<file path="src/rtl/hwpe_stream_deserialize.sv">
// ----------------------------------------------------------------------------
// hwpe_stream_deserialize
//
// Splits one HWPE-Stream input into NB_OUT_STREAMS output streams in time.
// Packets go round-robin to the outputs, nb_contig_m1+1 contiguous packets per
// output before moving to the next one. This is the receive-side twin of the
// stream serializer: a serializer/deserializer pair driven by the same control
// values restores the original per-lane split.
//
// Optional feature macro: HWPE_STREAM_DESERIALIZE_OUT_REG_EN
//   defined   -> one-entry register per output (1-cycle latency; output valid
//                no longer depends combinationally on input valid)
//   undefined -> purely combinational datapath (0-cycle latency)
//
// Ports
//   clk_i, rst_i             clock, synchronous active-high reset
//   clear_i                  synchronous soft clear of all state
//   ctrl_clear_serdes_state  reload selection from ctrl_first_stream
//   ctrl_first_stream        first output after a serdes-state clear
//   ctrl_nb_contig_m1        contiguous packets per output minus one (live)
//   push_valid/ready/data/strb   input stream (sink)
//   pop_valid/ready/data/strb    output streams (source), one lane per output
// ----------------------------------------------------------------------------
module hwpe_stream_deserialize #(
  parameter int unsigned NB_OUT_STREAMS = 2,
  parameter int unsigned CONTIG_LIMIT   = 1024,
  parameter int unsigned DATA_WIDTH     = 32
) (
  input  logic                                         clk_i,
  input  logic                                         rst_i,
  input  logic                                         clear_i,

  input  logic                                         ctrl_clear_serdes_state,
  input  logic [9:0]                                   ctrl_first_stream,
  input  logic [$clog2(CONTIG_LIMIT)-1:0]              ctrl_nb_contig_m1,

  input  logic                                         push_valid,
  output logic                                         push_ready,
  input  logic [DATA_WIDTH-1:0]                        push_data,
  input  logic [DATA_WIDTH/8-1:0]                      push_strb,

  output logic [NB_OUT_STREAMS-1:0]                    pop_valid,
  input  logic [NB_OUT_STREAMS-1:0]                    pop_ready,
  output logic [NB_OUT_STREAMS-1:0][DATA_WIDTH-1:0]    pop_data,
  output logic [NB_OUT_STREAMS-1:0][DATA_WIDTH/8-1:0]  pop_strb
);

  localparam int unsigned SW = $clog2(NB_OUT_STREAMS);
  localparam int unsigned CW = $clog2(CONTIG_LIMIT);

  logic [SW-1:0] stream_cnt_q, stream_cnt_d;
  logic [CW-1:0] contig_cnt_q, contig_cnt_d;
  logic          push_hs;
  logic          first_ok;

  assign push_hs  = push_valid & push_ready;
  // An out-of-range first_stream falls back to output 0.
  assign first_ok = ({22'd0, ctrl_first_stream} < NB_OUT_STREAMS);

  // A serdes-state clear wins over a same-cycle handshake: the packet still
  // goes to the old selection (datapath uses the _q values), but its counter
  // advance is dropped.
  always_comb begin
    stream_cnt_d = stream_cnt_q;
    contig_cnt_d = contig_cnt_q;
    if (ctrl_clear_serdes_state) begin
      stream_cnt_d = first_ok ? ctrl_first_stream[SW-1:0] : '0;
      contig_cnt_d = '0;
    end else if (push_hs) begin
      // nb_contig_m1 is compared live, so lowering it mid-burst ends the
      // burst on the next handshake.
      if (contig_cnt_q < ctrl_nb_contig_m1) begin
        contig_cnt_d = contig_cnt_q + CW'(1);
      end else begin
        contig_cnt_d = '0;
        stream_cnt_d = (stream_cnt_q == SW'(NB_OUT_STREAMS-1)) ? '0
                                                                : stream_cnt_q + SW'(1);
      end
    end
  end

  always_ff @(posedge clk_i) begin
    if (rst_i || clear_i) begin
      stream_cnt_q <= '0;
      contig_cnt_q <= '0;
    end else begin
      stream_cnt_q <= stream_cnt_d;
      contig_cnt_q <= contig_cnt_d;
    end
  end

`ifdef HWPE_STREAM_DESERIALIZE_OUT_REG_EN

  logic [NB_OUT_STREAMS-1:0]                   valid_q;
  logic [NB_OUT_STREAMS-1:0][DATA_WIDTH-1:0]   data_q;
  logic [NB_OUT_STREAMS-1:0][DATA_WIDTH/8-1:0] strb_q;

  // Load has priority over drain so a back-to-back refill keeps valid high.
  always_ff @(posedge clk_i) begin
    if (rst_i || clear_i) begin
      valid_q <= '0;
    end else begin
      for (int i = 0; i < NB_OUT_STREAMS; i++) begin
        if (push_hs && (stream_cnt_q == SW'(i))) begin
          valid_q[i] <= 1'b1;
        end else if (pop_ready[i]) begin
          valid_q[i] <= 1'b0;
        end
      end
    end
  end

  // Payload needs no reset; it is only observed while valid_q is set.
  always_ff @(posedge clk_i) begin
    for (int i = 0; i < NB_OUT_STREAMS; i++) begin
      if (push_hs && (stream_cnt_q == SW'(i))) begin
        data_q[i] <= push_data;
        strb_q[i] <= push_strb;
      end
    end
  end

  assign push_ready = ~valid_q[stream_cnt_q] | pop_ready[stream_cnt_q];
  assign pop_valid  = valid_q;
  assign pop_data   = data_q;
  assign pop_strb   = strb_q;

`else

  assign push_ready = pop_ready[stream_cnt_q];

  always_comb begin
    pop_valid = '0;
    pop_data  = '0;
    pop_strb  = '0;
    for (int i = 0; i < NB_OUT_STREAMS; i++) begin
      pop_valid[i] = push_valid & (stream_cnt_q == SW'(i));
      pop_data[i]  = push_data;
      pop_strb[i]  = push_strb;
    end
  end

`endif

endmodule
</file>
<file path="config.mk">
export PLATFORM = sky130hd
export DESIGN_NAME = hwpe_stream_deserialize
export DESIGN_NICKNAME = d
export VERILOG_FILES = /design/src/rtl/hwpe_stream_deserialize.sv
export SDC_FILE = /design/constraint.sdc
export NUM_CORES = 1
export LEC_CHECK = 0
export BUFFER_PORTS_ARGS = -buffer_cell sky130_fd_sc_hd__buf_2
export CAP_MARGIN = 15
export CORE_UTILIZATION = 32
export DETAILED_ROUTE_END_ITERATION = 6
export GPL_TIMING_DRIVEN = 1
export PLACE_DENSITY = 0.82
export REMOVE_ABC_BUFFERS = 1
export SYNTH_ARGS = -nofsm -noshare
export SYNTH_HDL_FRONTEND = slang
export SYNTH_SLANG_ARGS = --single-unit
</file>
<file path="constraint.sdc">
create_clock -name clk_i -period 1.8 [get_ports clk_i]
set_clock_uncertainty 0.1 [all_clocks]
set_input_delay 0 -clock clk_i [delete_from_list [all_inputs] [get_ports clk_i]]
set_output_delay 0 -clock clk_i [all_outputs]
set_load 0.05 [all_outputs]
</file>
# --- After elaboration in Yosys (flattened, before gate mapping) ---
# Cells that the tools add are included.
# W data, S select, Z words.
totals:
  regBits: 11
classes:
  add_sub_neg: 2
  n_lt_le_gt_ge: 3
  eq_ne: 1
  muxes: 8
  bitwise_logic: 4
  reduce_logical: 4
op_table:
  columns: ["operator", "count"]
  rows:
  - ["$add A10 B1 Y10 const B", 1]
  - ["$lt A10 B10 Y1", 1]
  - ["$lt A10 B2 Y1 const B", 1]
  - ["$mux W10", 1]
  - ["$mux W1", 7]
  - ["$and A1 B1 Y1", 3]
  - ["$lt A1 B2 Y1 const B", 1]
  - ["$ne A2 B2 Y1 const B", 1]
  - ["$reduce_and A2 Y1", 1]
  - ["$reduce_bool A2 Y1", 1]
  - ["$reduce_or A2 Y1", 1]
  - ["$add A1 B1 Y1 const B", 1]
  - ["$logic_or A1 B1 Y1", 1]
  - ["$not A1 Y1", 1]

# --- Longest topological paths before layout ---
# Gate-level depths: netlist of the first run.
depth:
  ltp_word: 5
  mapped_depth: 7
  depth_no_buf: 7

# --- Least setup slack after synthesis of the first run ---
# OpenSTA, ideal clock, no wires.
synth_path:
  kind: "flip-flop to flip-flop"
  start: "reg contig_cnt_q[9]"
  end: "reg contig_cnt_q[0]"
  setup_time_ps: 127
  t_arrival_ps: 1488
  setup_slack_ps: 85
  stages_incl_launch_ff: 6
  n_path_buf: 0
  cell_sequence: "dfxtp_1 ha_1 nand4_1 o311a_1 o2111ai_4 nor2_1"
synth_via:
  elab_chain_cells: 2
synth_lines:
  columns: ["item", "line_no", "source"]
  rows:
  - ["start: declaration", "52", "logic [CW-1:0] contig_cnt_q, contig_cnt_d;"]
  - ["start signal: assignment", "88", "contig_cnt_q <= contig_cnt_d;"]
  - ["$lt A10 B10 Y1", "72", "if (contig_cnt_q < ctrl_nb_contig_m1) begin"]
  - ["$mux W10", "72", null]
# Every way passes these cells.
# A chain may end at the register's enable or synchronous reset.

# --- Worst setup path in the final report of the first run ---
layout_path:
  start: "reg contig_cnt_q[3]"
  end: "reg contig_cnt_q[4]"
layout_via:
  elab_chain_cells: 2
  word_cells_on_any_way: 3
layout_lines:
  columns: ["item", "line_no"]
  rows:
  - ["$add A10 B1 Y10 or $lt A10 B10 Y1 (tied branches)", "73, 72"]
  - ["$mux W10 *", "72"]
# Mark *: on every way between the ends. The rest lies on a longest branch, timed or not.

==> results.md, run 1 <==
* Largest net degree at the start of global routing at 7
* HP Class: in2reg
* Detailed Route Iter0 Violations at 26
* Wire per inst at about 24 um
* Seq cells post-synth at 11
* Cell Area, Synth at roughly 1400 sq um
* Die X at 67.14 um
* Largest stage delay, worst path at 0.44 ns
* Worst setup EP type: register
* H-tree depth at 1
* Library cells used by synthesis at 29
* CTS Root Cell: clkbuf_8
* Post-synth EDFFs at 0
* Tot Pwr at 1.010 mW
* Row Count at 23
* Final Hold Vio Count at 1
* Ys flop type: dfxtp_1
* Num CTS Buffers at 3
* Crit-path slowest cell: o311a_4
* RSZ-0062 raised after global routing: true
* Status: finished, violations left
* Syn avg cell area at 8.081 sq um
* First-pass GRT wire length at roughly 7000 um
* Total GRT Usage at 23.60%
* Slew Viols, Final at 0
* Design area at 1619 sq um
* Port Buffers at 29
* Die footprint at 4507 sq um
* DP HPWL at 4452 um
* Buf+Inv Stages, Crit Path at 0
* Layout Nets at 249
* Grt met1 use at 26.85%
* Worst path arrival time at 1.80 ns
* Fillers at 418
* GR met3 Demand/Resource at 11.66%
* Number of global-route vias before repair at 1142
* Clk sink count at 11
* RD Place Congestion at 0.8704
* Die height at 67.14 um
* Critical Path, Cell by Cell: ha_1 > nand4_1 > o311a_4 > o2111ai_4 > nor2_1
* Worst hold slack at -0.0006920 ns
* Async set-reset flop share out of synthesis at 0%
* Relative slew slack at 24.63%
* Initial antenna violation count at 1
* Area leader, netlist: buf_4
* Setup-failing EPs final at 0
* Power per cell area at about 620 nW/um^2
* Ys Warns at 0
* Vias/cell at 5.053
* Worst Tran Pin Value at 1.127 ns
* Longest Clk Path Bufs at 2
* Setup TNS at 0 ns
* Layout area overhead at 19.26%
* Starting Density at 33.70%
* CP Max Fanout at 5
* Final ANT Viol Nets at 0
* Sequential share of the synthesized area at about 16%
* Via count at 1142
* DRC at 0
* Lkg Pwr at 0.6991 nW
* IO Count at 138
* Final wirelength at 5327 um
* FMAX at approximately 560 MHz
* GR Util met2 at 38.25%
* Top Usage Layer GRT: met2
* Final period util at 99.20%
* CTS clk-pin slew, worst paths at 0.05 ns
* CP Data Required Time at 1.82 ns
* Share of cells above drive strength 1 at about 37%
* Global route overflow at 0
* Synth top area share at 39.82%
* CTS tree: built
* Final Util at 40.19%
* DP Area at 1065 sq um
* Setup CP Type: reg2reg
* Worst VDD drop at between 200 and 250 uV
* Clock latency at the later pin of the worst-skew pair at 0.24 ns
* Gate Count Post-Synth at approximately 170
* Top post-synthesis cells by area: buf_4, dfxtp_1, ha_1
* Number of iterations in the first detailed-routing pass at 4
* Failing checks: negative hold slack
* Max-capacitance violation count at 0
* Core area at roughly 4000 sq um
* Startpoint type of the worst setup path: register
* CP top delay family: compound AO/OA/AOI/OAI gates
* Final min period at 1.786 ns
[per-stage QoR]
step	std cells	setup slack, ns
global route	226	-0.07071
CTS	221	0.02558
global placement	180	0.04184
detailed placement	180	-0.02647
finish	226	0.01442
floorplan	95	0.08477
[report_power, final]
group / leakage, nW / internal [mW] / switching, mW
sequential: 0.0924 / 0.242 / 0.00155
combinational: 0.584 / 0.100 / 0.421
clock: 0.0228 / 0.155 / 0.0897
[flip-flops by register name (all words and copies together) (netlist names)]
| register | flops |
|---|---|
| contig_cnt_q | 10 |
| stream_cnt_q | 1 |
[worst register-to-register path: cells and delay by family, from the launching register on]
family / cells / cell delay, ns
AOI/OAI and AO/OA: 2 / 0.72
adders and majority gates: 1 / 0.30
DFF: 1 / 0.33
and+or+nand+nor: 2 / 0.22
[repair_timing]
action / CTS / global route
resized for setup: 2 / 14
cloned: 1 / 0
setup buffers: 0 / 4
hold endpoints to repair: 72 / 0
hold buffers: 36 / 0
endpoints found under the setup margin: 10 / 11
pin swaps: 0 / 11
[per-layer routing]
| metal | up-vias | share of wire (%) |
|---|---|---|
| met5 | - | 0 |
| met4 | 0 | 2.4 |
| met3 | 12 | 14 |
| met2 | 113 | 44 |
| met1 | 524 | 39 |
| li1 | 493 | - |
[final cells by class]
class / instances / area (sq um) / share of cell area (%)
inverter: 10 / 37.54 / 2.318
sequential: 11 / 232.7 / 14.37
antenna: 1 / 2.502 / 0.1546
tap: 50 / 62.56 / 3.864
multi-input combinational: 75 / 658.1 / 40.65
clock buffer: 4 / 45.04 / 2.782
timing repair buffer: 75 / 580.6 / 35.86
[kinds of logic (layout without fill, tap and decap cells)]
family | Yosys count | count (layout) | synth area share [%]
buf+inv | 83 | 89 | 42.95
simple gates | 42 | 42 | 16.13
compound gates | 11 | 12 | 7.834
flops | 11 | 11 | 16.22
fa+ha+maj | 10 | 10 | 9.217
xor+xnor | 9 | 9 | 5.806
mux | 2 | 2 | 1.843
other cells | 0 | 1 | 0
[Yosys cell counts (2+ instances only)]
library cell and instances:
and2_2 2, nor4b_1 2, nand3_1 4, nand2_1 8, xor2_1 4, a21o_1 2, buf_4 72, a21oi_1 4
dfxtp_1 11, inv_1 10, ha_1 10, nor2_1 13, xnor2_1 5, and3_1 2, nand4_1 5
[final timing paths]
check | from | endpoint | slack [ns] | cells past startpoint
setup / recovery | contig_cnt_q[3]$_SDFFE_PP0P_ | contig_cnt_q[4]$_SDFFE_PP0P_ | 0.01 | 5
hold / removal | ctrl_clear_serdes_state | stream_cnt_q$_SDFFE_PP0P_ | -0.0007 | 4
setup reg to reg | contig_cnt_q[3]$_SDFFE_PP0P_ | contig_cnt_q[4]$_SDFFE_PP0P_ | 0.01 | 5
hold reg to reg | stream_cnt_q$_SDFFE_PP0P_ | stream_cnt_q$_SDFFE_PP0P_ | 0.42 | 2
[layout by cell type, fill, tap and decap left out, drive strengths merged, types with 5 or more instances in the layout]
master / synthesis / routed
nand4: 5 / 5
nand2: 9 / 9
xnor2: 5 / 5
dlygate4sd3: 0 / 36
ha: 10 / 10
nor2: 13 / 13
dfxtp: 11 / 11
buf: 73 / 39
inv: 10 / 10
No activity file was read; power rests on OpenSTA's default activity.
==> run 2, diff against run 1 <==
- ABC_AREA: not set -> 1
- CORE_UTILIZATION: 32 -> 33
- PLACE_DENSITY: 0.82 -> 0.84
- clock period: 1.8 -> 1.6 ns (I/O delays scaled with it)
==> run 2 against run 1 <==
The run now ends clean. Clock power is 18% higher. Routed wire length is 1.5% higher. Sequential share of layout area is 0.78 points lower. Die area stayed put. Via count is 12% higher. Clock-buffer cell count stayed put. Non-clock buffer count is 1 lower. Flip-flop and latch count stayed put. First-iteration DRC count is 19% higher. Register-to-register slack better by 0.03 ns. Critical endpoint unchanged. Largest cell class unchanged. Largest power group unchanged. Highest routed layer is now met5.
==> results.md, run 2 <==
* Status: finished clean
* HP Class: in2reg
* Global route overflow at 0
* CP Data Required Time at 1.63 ns
* FF-to-FF setup slack at 0.04 ns
* Final period util at 97.28%
* Reg2reg path depth at 8
* CTS tree: built
* Critical path depth at 8
* Core area at 4029 sq um
* DRC at 0
* Vias/cell at 4.844
* Seq cells post-synth at 11
* Worst VDD drop at 270.8 uV
* Placed Cells at 218
* Non-Filler Instances at 263
* Commonest non-fill, non-tap cell in the layout: dlygate4sd3_1
* DP HPWL at 4526 um
* Cell Area, Synth at 1400 sq um
* Share of cells above drive strength 1 at a little under a third
* Ys Warns at 0
* Synth Area in XOR/XNOR at 1.877%
* Setup CP Type: reg2reg
* Max reg flops at 10
* Startpoint type of the worst setup path: register
* GR met3 Demand/Resource at between 10% and 20%
* FMAX at roughly 640 MHz
* Async set-reset flop share out of synthesis at 0%
* Library cells used by synthesis at 22
* Biggest register: contig_cnt_q
* Setup crit end: contig_cnt_q[4]$_SDFFE_PP0P_
* Ys flop type: dfxtp_1
* Final wirelength at 5408 um
* GR Util met2 at around 38%
* Area leader, netlist: buf_4
* Reg2Reg Capture Point: contig_cnt_q[4]$_SDFFE_PP0P_
* Proportion of synthesized area in mux cells at 0%
* Largest net degree at the start of global routing at 9
* Row Count at 23
* Number of global-route vias before repair at approximately 1300
* Grt met1 use at 25.86%
* Die height at 67.14 um
* Port Buffers at 29
* Slew Viols, Final at 0
* Num CTS Buffers at 3
* Max-capacitance violation count at 0
* Clock latency at the later pin of the worst-skew pair at 0.25 ns
* Clk sink count at 11
* First-pass GRT wire length at 7245 um
* Worst path arrival time at 1.59 ns
* Lkg Pwr at 0.8061 nW
* Final ANT Viol Nets at 0
* Top Usage Layer GRT: met2
* Die X at 67.14 um
* Worst Tran Pin Value at 1.150 ns
* Syn avg cell area at around 7 sq um
* Total GRT Usage at around 24%
* FF-to-FF Start: contig_cnt_q[2]$_SDFFE_PP0P_
* Initial antenna violation count at 1
* Gate Count Post-Synth at 206
* Setup-failing EPs final at 0
* Sequential share of the synthesized area at 15.73%
* Number of iterations in the first detailed-routing pass at 4
* Post-synth EDFFs at 0
* Critical Path, Cell by Cell: ha_1 > nand2_1 > nor2_1 > nand3_2 > nand3_2 > nand2_4 > nand2_4 > nor2_1
* Die footprint at 4507 sq um
* Final Hold Vio Count at 0
* Largest regs: contig_cnt_q: 10 flops, stream_cnt_q: 1 flops
* IO Count at 138
* Layout area overhead at 17.69%
* Crit-path slowest cell: dfxtp_1
* Buf+Inv Stages, Crit Path at 0
* CP Max Fanout at 8
* CTS clk-pin slew, worst paths at 0.05 ns
* Final Util at between 40% and 50%
* Worst Hold Depth at 4
* Largest stage delay, worst path at 0.35 ns
* Commonest cells after routing, fill and taps aside: dlygate4sd3_1, buf_2, nand2_1
* H-tree depth at 1
* Post-synthesis simple-gate area fraction at 24.13%
* Most frequent cell after synthesis: buf_4
* Power per cell area at 705.5 nW/um^2
* Tot Pwr at 1.163 mW
* Wire per inst at 20.56 um
* Synth Area in Adders at 8.937%
* Worst setup EP type: register
* Top post-synthesis cells by area: buf_4, dfxtp_1, ha_1
* Longest Clk Path Bufs at 2
* Detailed Route Iter0 Violations at 31
* RD Place Congestion at between 0.9 and 1
* Synth top area share at 38.61%
* Critical path startpoint: contig_cnt_q[2]$_SDFFE_PP0P_
* CTS Root Cell: clkbuf_8
* Starting Density at about a third
* CP top delay family: simple AND/OR/NAND/NOR gates
* Relative slew slack at 23.07%
* Layout Nets at between 200 and 300
* Main combinational cell family by area after synthesis: buffers and inverters
* Top cells by count, synth: buf_4, nand2_1, inv_1, nor2_1, dfxtp_1
* Final min period at 1.556 ns
* Via count at between 1000 and 1500
* Compound-cell area share of the yosys netlist at 4.021%
## run 2: changes by cell type after synthesis, sizes merged, moves of 2 or more
cell,previous run,this run
nand2,9,35
xor2,4,1
inv,10,24
and3,2,0
nor4b,2,0
nand3,4,8
and2,3,0
xnor2,5,2
nor2,13,26
## run 2: power breakdown
| part | leakage [nW] | switching, mW | total (mW) | internal [mW] |
|---|---|---|---|---|
| clock network | 0.0228 | 0.113 | 0.288 | 0.176 |
| registers | 0.0902 | 0.00392 | 0.281 | 0.277 |
| logic | 0.693 | 0.480 | 0.594 | 0.114 |
## run 2: worst min path at each step
stage,endpoint,start
after global placement,pop_data[57],push_data[25]
after CTS,contig_cnt_q[6]$_SDFFE_PP0P_,clear_i
after detailed placement,pop_data[57],push_data[25]
after floorplan,pop_data[0],push_data[0]
final,contig_cnt_q[6]$_SDFFE_PP0P_,clear_i
after global routing,contig_cnt_q[6]$_SDFFE_PP0P_,clear_i
## run 2: per-layer routing
layer	vias to the layer above	wire length (um)
met2	98	2453
li1	578	-
met5	-	26
met1	577	2004
met3	19	692
met4	2	231
## run 2: kinds of logic (layout without fill, tap and decap cells)
logic type	after synthesis	in the layout
simple gates	76	76
xor+xnor	3	3
other cells	0	1
compound gates	9	9
flops	11	11
buf+inv	97	103
fa+ha+maj	10	10
## run 2: cell type report
class | count | area (sq um)
repair buffers | 74 | 580.6
fillers | 407 | 2381
inverters | 25 | 93.84
diodes | 1 | 2.502
multi-input cells | 98 | 639.4
clock buffers | 4 | 45.04
flip-flops and latches | 11 | 224.0
well taps | 50 | 62.56
## run 2: what timing repair did
| item | in CTS | in global routing |
|---|---|---|
| hold buffers | 39 | 0 |
| buffers inserted | 0 | 1 |
| gates resized for setup | 2 | 20 |
| pin swaps | 0 | 8 |
| endpoints found under the hold margin | 74 | 0 |
| setup endpoints to repair | 2 | 11 |
## run 2: stage by stage
| stage | area [sq um] | hold WS [ns] | TNS [ns] | worst slack (ns) |
|---|---|---|---|---|
| after CTS | 1548 | 0.02013 | 0 | 0.01012 |
| after floorplan | 859.6 | -0.1000 | -0.9001 | -0.1342 |
| after detailed placement | 1105 | -0.09807 | 0 | 0.007413 |
| final | 1648 | 0.01390 | 0 | 0.04358 |
| after global placement | 1105 | -0.09807 | 0 | 0.09484 |
| after global routing | 1648 | 0.05452 | -0.1695 | -0.03613 |
## run 2: worst register-to-register path, delay by kind of cell (launching register included)
kind,cells,cell delay [ns]
simple gates,7,0.69
flops,1,0.35
fa+ha+maj,1,0.29
==> run 3, diff against run 2 <==
- CORE_MARGIN: not set -> 2
- CORE_UTILIZATION: 33 -> 37
- PLACE_DENSITY: 0.84 -> 0.88
- clock period: 1.6 -> 1.5 ns (I/O delays scaled with it)
==> run 3 against run 2 <==
The flow now finishes with violations (negative setup slack). Critical path depth unchanged. Register-to-register slack got worse by 0.06 ns. Combinational power increased by 13%. Total power increased by 9.7%. Design area increased by 15%. Global-route usage increased by 0.60 points. Utilization increased by 11 points. Clock-buffer cell count unchanged. Via count increased by 0.39%. Worst hold slack improved by 0.098 ns. Maximum frequency increased by 2.8%.
==> results.md, run 3 (same netlist as run 2, synthesis figures left out) <==
* Clk sink count at 11
* Number of iterations in the first detailed-routing pass at 4
* CP Max Fanout at 8
* Final Util at 51.57%
* Reg2Reg Capture Point: contig_cnt_q[5]$_SDFFE_PP0P_
* DRC at 0
* Layout Nets at 291
* DP HPWL at roughly 4500 um
* Crit-path slowest cell: dfxtp_4
* Failing checks: negative setup slack
* Commonest cells after routing, fill and taps aside: dlygate4sd3_1, buf_2, inv_1
* IO Count at 138
* Worst setup EP type: register
* Non-Filler Instances at between 200 and 300
* CTS clk-pin slew, worst paths at 0.05 ns
* Die height at approximately 66 um
* Setup CP Type: reg2reg
* Vias/cell at 4.826
* Final min period at between 1.5 and 2 ns
* Longest Clk Path Bufs at 2
* Starting Density at 38.24%
* Most frequent CP cell: nand3_2
* Worst path arrival time at ~1.6 ns
* Number of global-route vias before repair at 1274
* Reg2reg path depth at 8
* Die footprint at between 4000 and 5000 sq um
* Critical Path, Cell by Cell: ha_4 > nand2_2 > nor2_2 > nand3_2 > nand3_2 > nand2_4 > nand2_8 > nor2_4
* Share of cells above drive strength 1 at 47.00%
* Max reg flops at 10
* Final Hold Vio Count at 0
* Final wirelength at 5721 um
* Core area at 3661 sq um
* Port Buffers at 29
* Commonest non-fill, non-tap cell in the layout: dlygate4sd3_1
* Slew Viols, Final at 0
* Num CTS Buffers at 3
* Setup crit end: contig_cnt_q[5]$_SDFFE_PP0P_
* Largest regs: contig_cnt_q: 10 flops, stream_cnt_q: 1 flops
* Initial antenna violation count at 0
* Row Count at 22
* Largest net degree at the start of global routing at 9
* Total GRT Usage at between 20 and 25%
* Wire per inst at 21.59 um
* RSZ-0062 raised after global routing: true
* Fillers at approximately 340
* Max-capacitance violation count at 0
* Final period util at 101.0%
* FF-to-FF setup slack at -0.01 ns
* FMAX at 660.2 MHz
* H-tree depth at 1
* RD Place Congestion at 0.9234
* Worst hold slack at 0.1123 ns
* Largest stage delay, worst path at 0.36 ns
* Worst VDD drop at between 200 and 250 uV
* Global route overflow at 0
* Via count at 1279
* Detailed Route Iter0 Violations at 26
* Setup-failing EPs final at 8
* Lkg Pwr at about 0.85 nW
* CTS tree: built
* Biggest register: contig_cnt_q
* First-pass GRT wire length at 7369 um
* Critical path startpoint: contig_cnt_q[2]$_SDFFE_PP0P_
* Ant. Diodes at 0
* HP Class: in2reg
* CTS Root Cell: clkbuf_8
* Setup TNS at -0.06480 ns
* Placed Cells at 220
* Clock latency at the later pin of the worst-skew pair at 0.24 ns
* Relative slew slack at 24.85%
* FF-to-FF Start: contig_cnt_q[2]$_SDFFE_PP0P_
* Worst Tran Pin Value at 1.123 ns
* Die X at around 66 um
* Startpoint type of the worst setup path: register
* Status: finished, violations left
* CP Data Required Time at 1.53 ns
* Post-route setup slack at -0.01461 ns
* Final ANT Viol Nets at 0
* Placement Setup Slack at -0.04756 ns
* Power per cell area at 675.6 nW/um^2
* Layout area overhead at 34.85%
[run 3: cell types whose count changed in the layout (fill, tap and decap cells not counted), moves of 3 or more]
cell	change
dfxtp_4	+3
dfxtp_1	-7
nor2_4	+5
nand2_1	-6
nor2_1	-5
a21oi_1	-3
nand2_2	+3
a21oi_2	+3
dfxtp_2	+4
buf_4	+4
ha_1	-6
ha_4	+5
[run 3: layout make-up]
| class | instances | area [sq um] | share of cell area, % |
|---|---|---|---|
| sequential | 11 | 240.2 | 12.72 |
| tap | 48 | 60.06 | 3.181 |
| timing repair buffer | 79 | 620.6 | 32.87 |
| inverter | 25 | 93.84 | 4.970 |
| multi-input combinational | 98 | 828.3 | 43.87 |
| clock buffer | 4 | 45.04 | 2.386 |
[run 3: worst min path at each step]
stage | start | to | slack [ns] | depth (start not counted)
after floorplan | push_data[0] | pop_data[0] | -0.10 | 0
after global placement | push_data[22] | pop_data[54] | -0.1 | 0
after detailed placement | push_data[22] | pop_data[54] | -0.1 | 0
after CTS | ctrl_first_stream[5] | stream_cnt_q$_SDFFE_PP0P_ | 0.1 | 6
after global routing | push_valid | contig_cnt_q[2]$_SDFFE_PP0P_ | 0.15 | 4
final | ctrl_first_stream[5] | stream_cnt_q$_SDFFE_PP0P_ | 0.11 | 6
[run 3: timing repair]
action	CTS	global route
resized for setup	14	54
buffers inserted	0	1
endpoints found under the hold margin	75	2
pin swaps	8	24
gates cloned	0	0
setup endpoints to repair	10	11
hold buffers	40	1
[run 3: per-layer routing]
layer | part of all wire [%] | up-vias | global-route usage [%] | routed length [um]
met1 | 36 | 561 | 26.76 | 2035
met5 | 0 | - | 4.167 | 0
met3 | 13 | 19 | 12.50 | 742
met2 | 48 | 114 | 39.03 | 2750
met4 | 3.4 | 0 | 13.28 | 193
li1 | - | 585 | - | -
[run 3: power breakdown]
| part | internal [mW] | switching, mW | total, mW |
|---|---|---|---|
| registers | 0.290 | 0.00422 | 0.295 |
| clock network | 0.188 | 0.124 | 0.311 |
| logic | 0.138 | 0.531 | 0.670 |
[run 3: worst max-delay path: cells and delay by family, from the launching register on]
kind                     cells  cell delay (ns)
adder cells (fa/ha/maj)      1             0.26
flip-flops                   1             0.36
AND/OR/NAND/NOR              7             0.68
[run 3: metrics by stage]
stage	area, sq um	power [mW]
floorplan	859.6	0.3702
global placement	1132	0.4249
detailed placement	1132	0.4272
CTS	1632	1.246
global route	1888	1.314
finish	1888	1.276
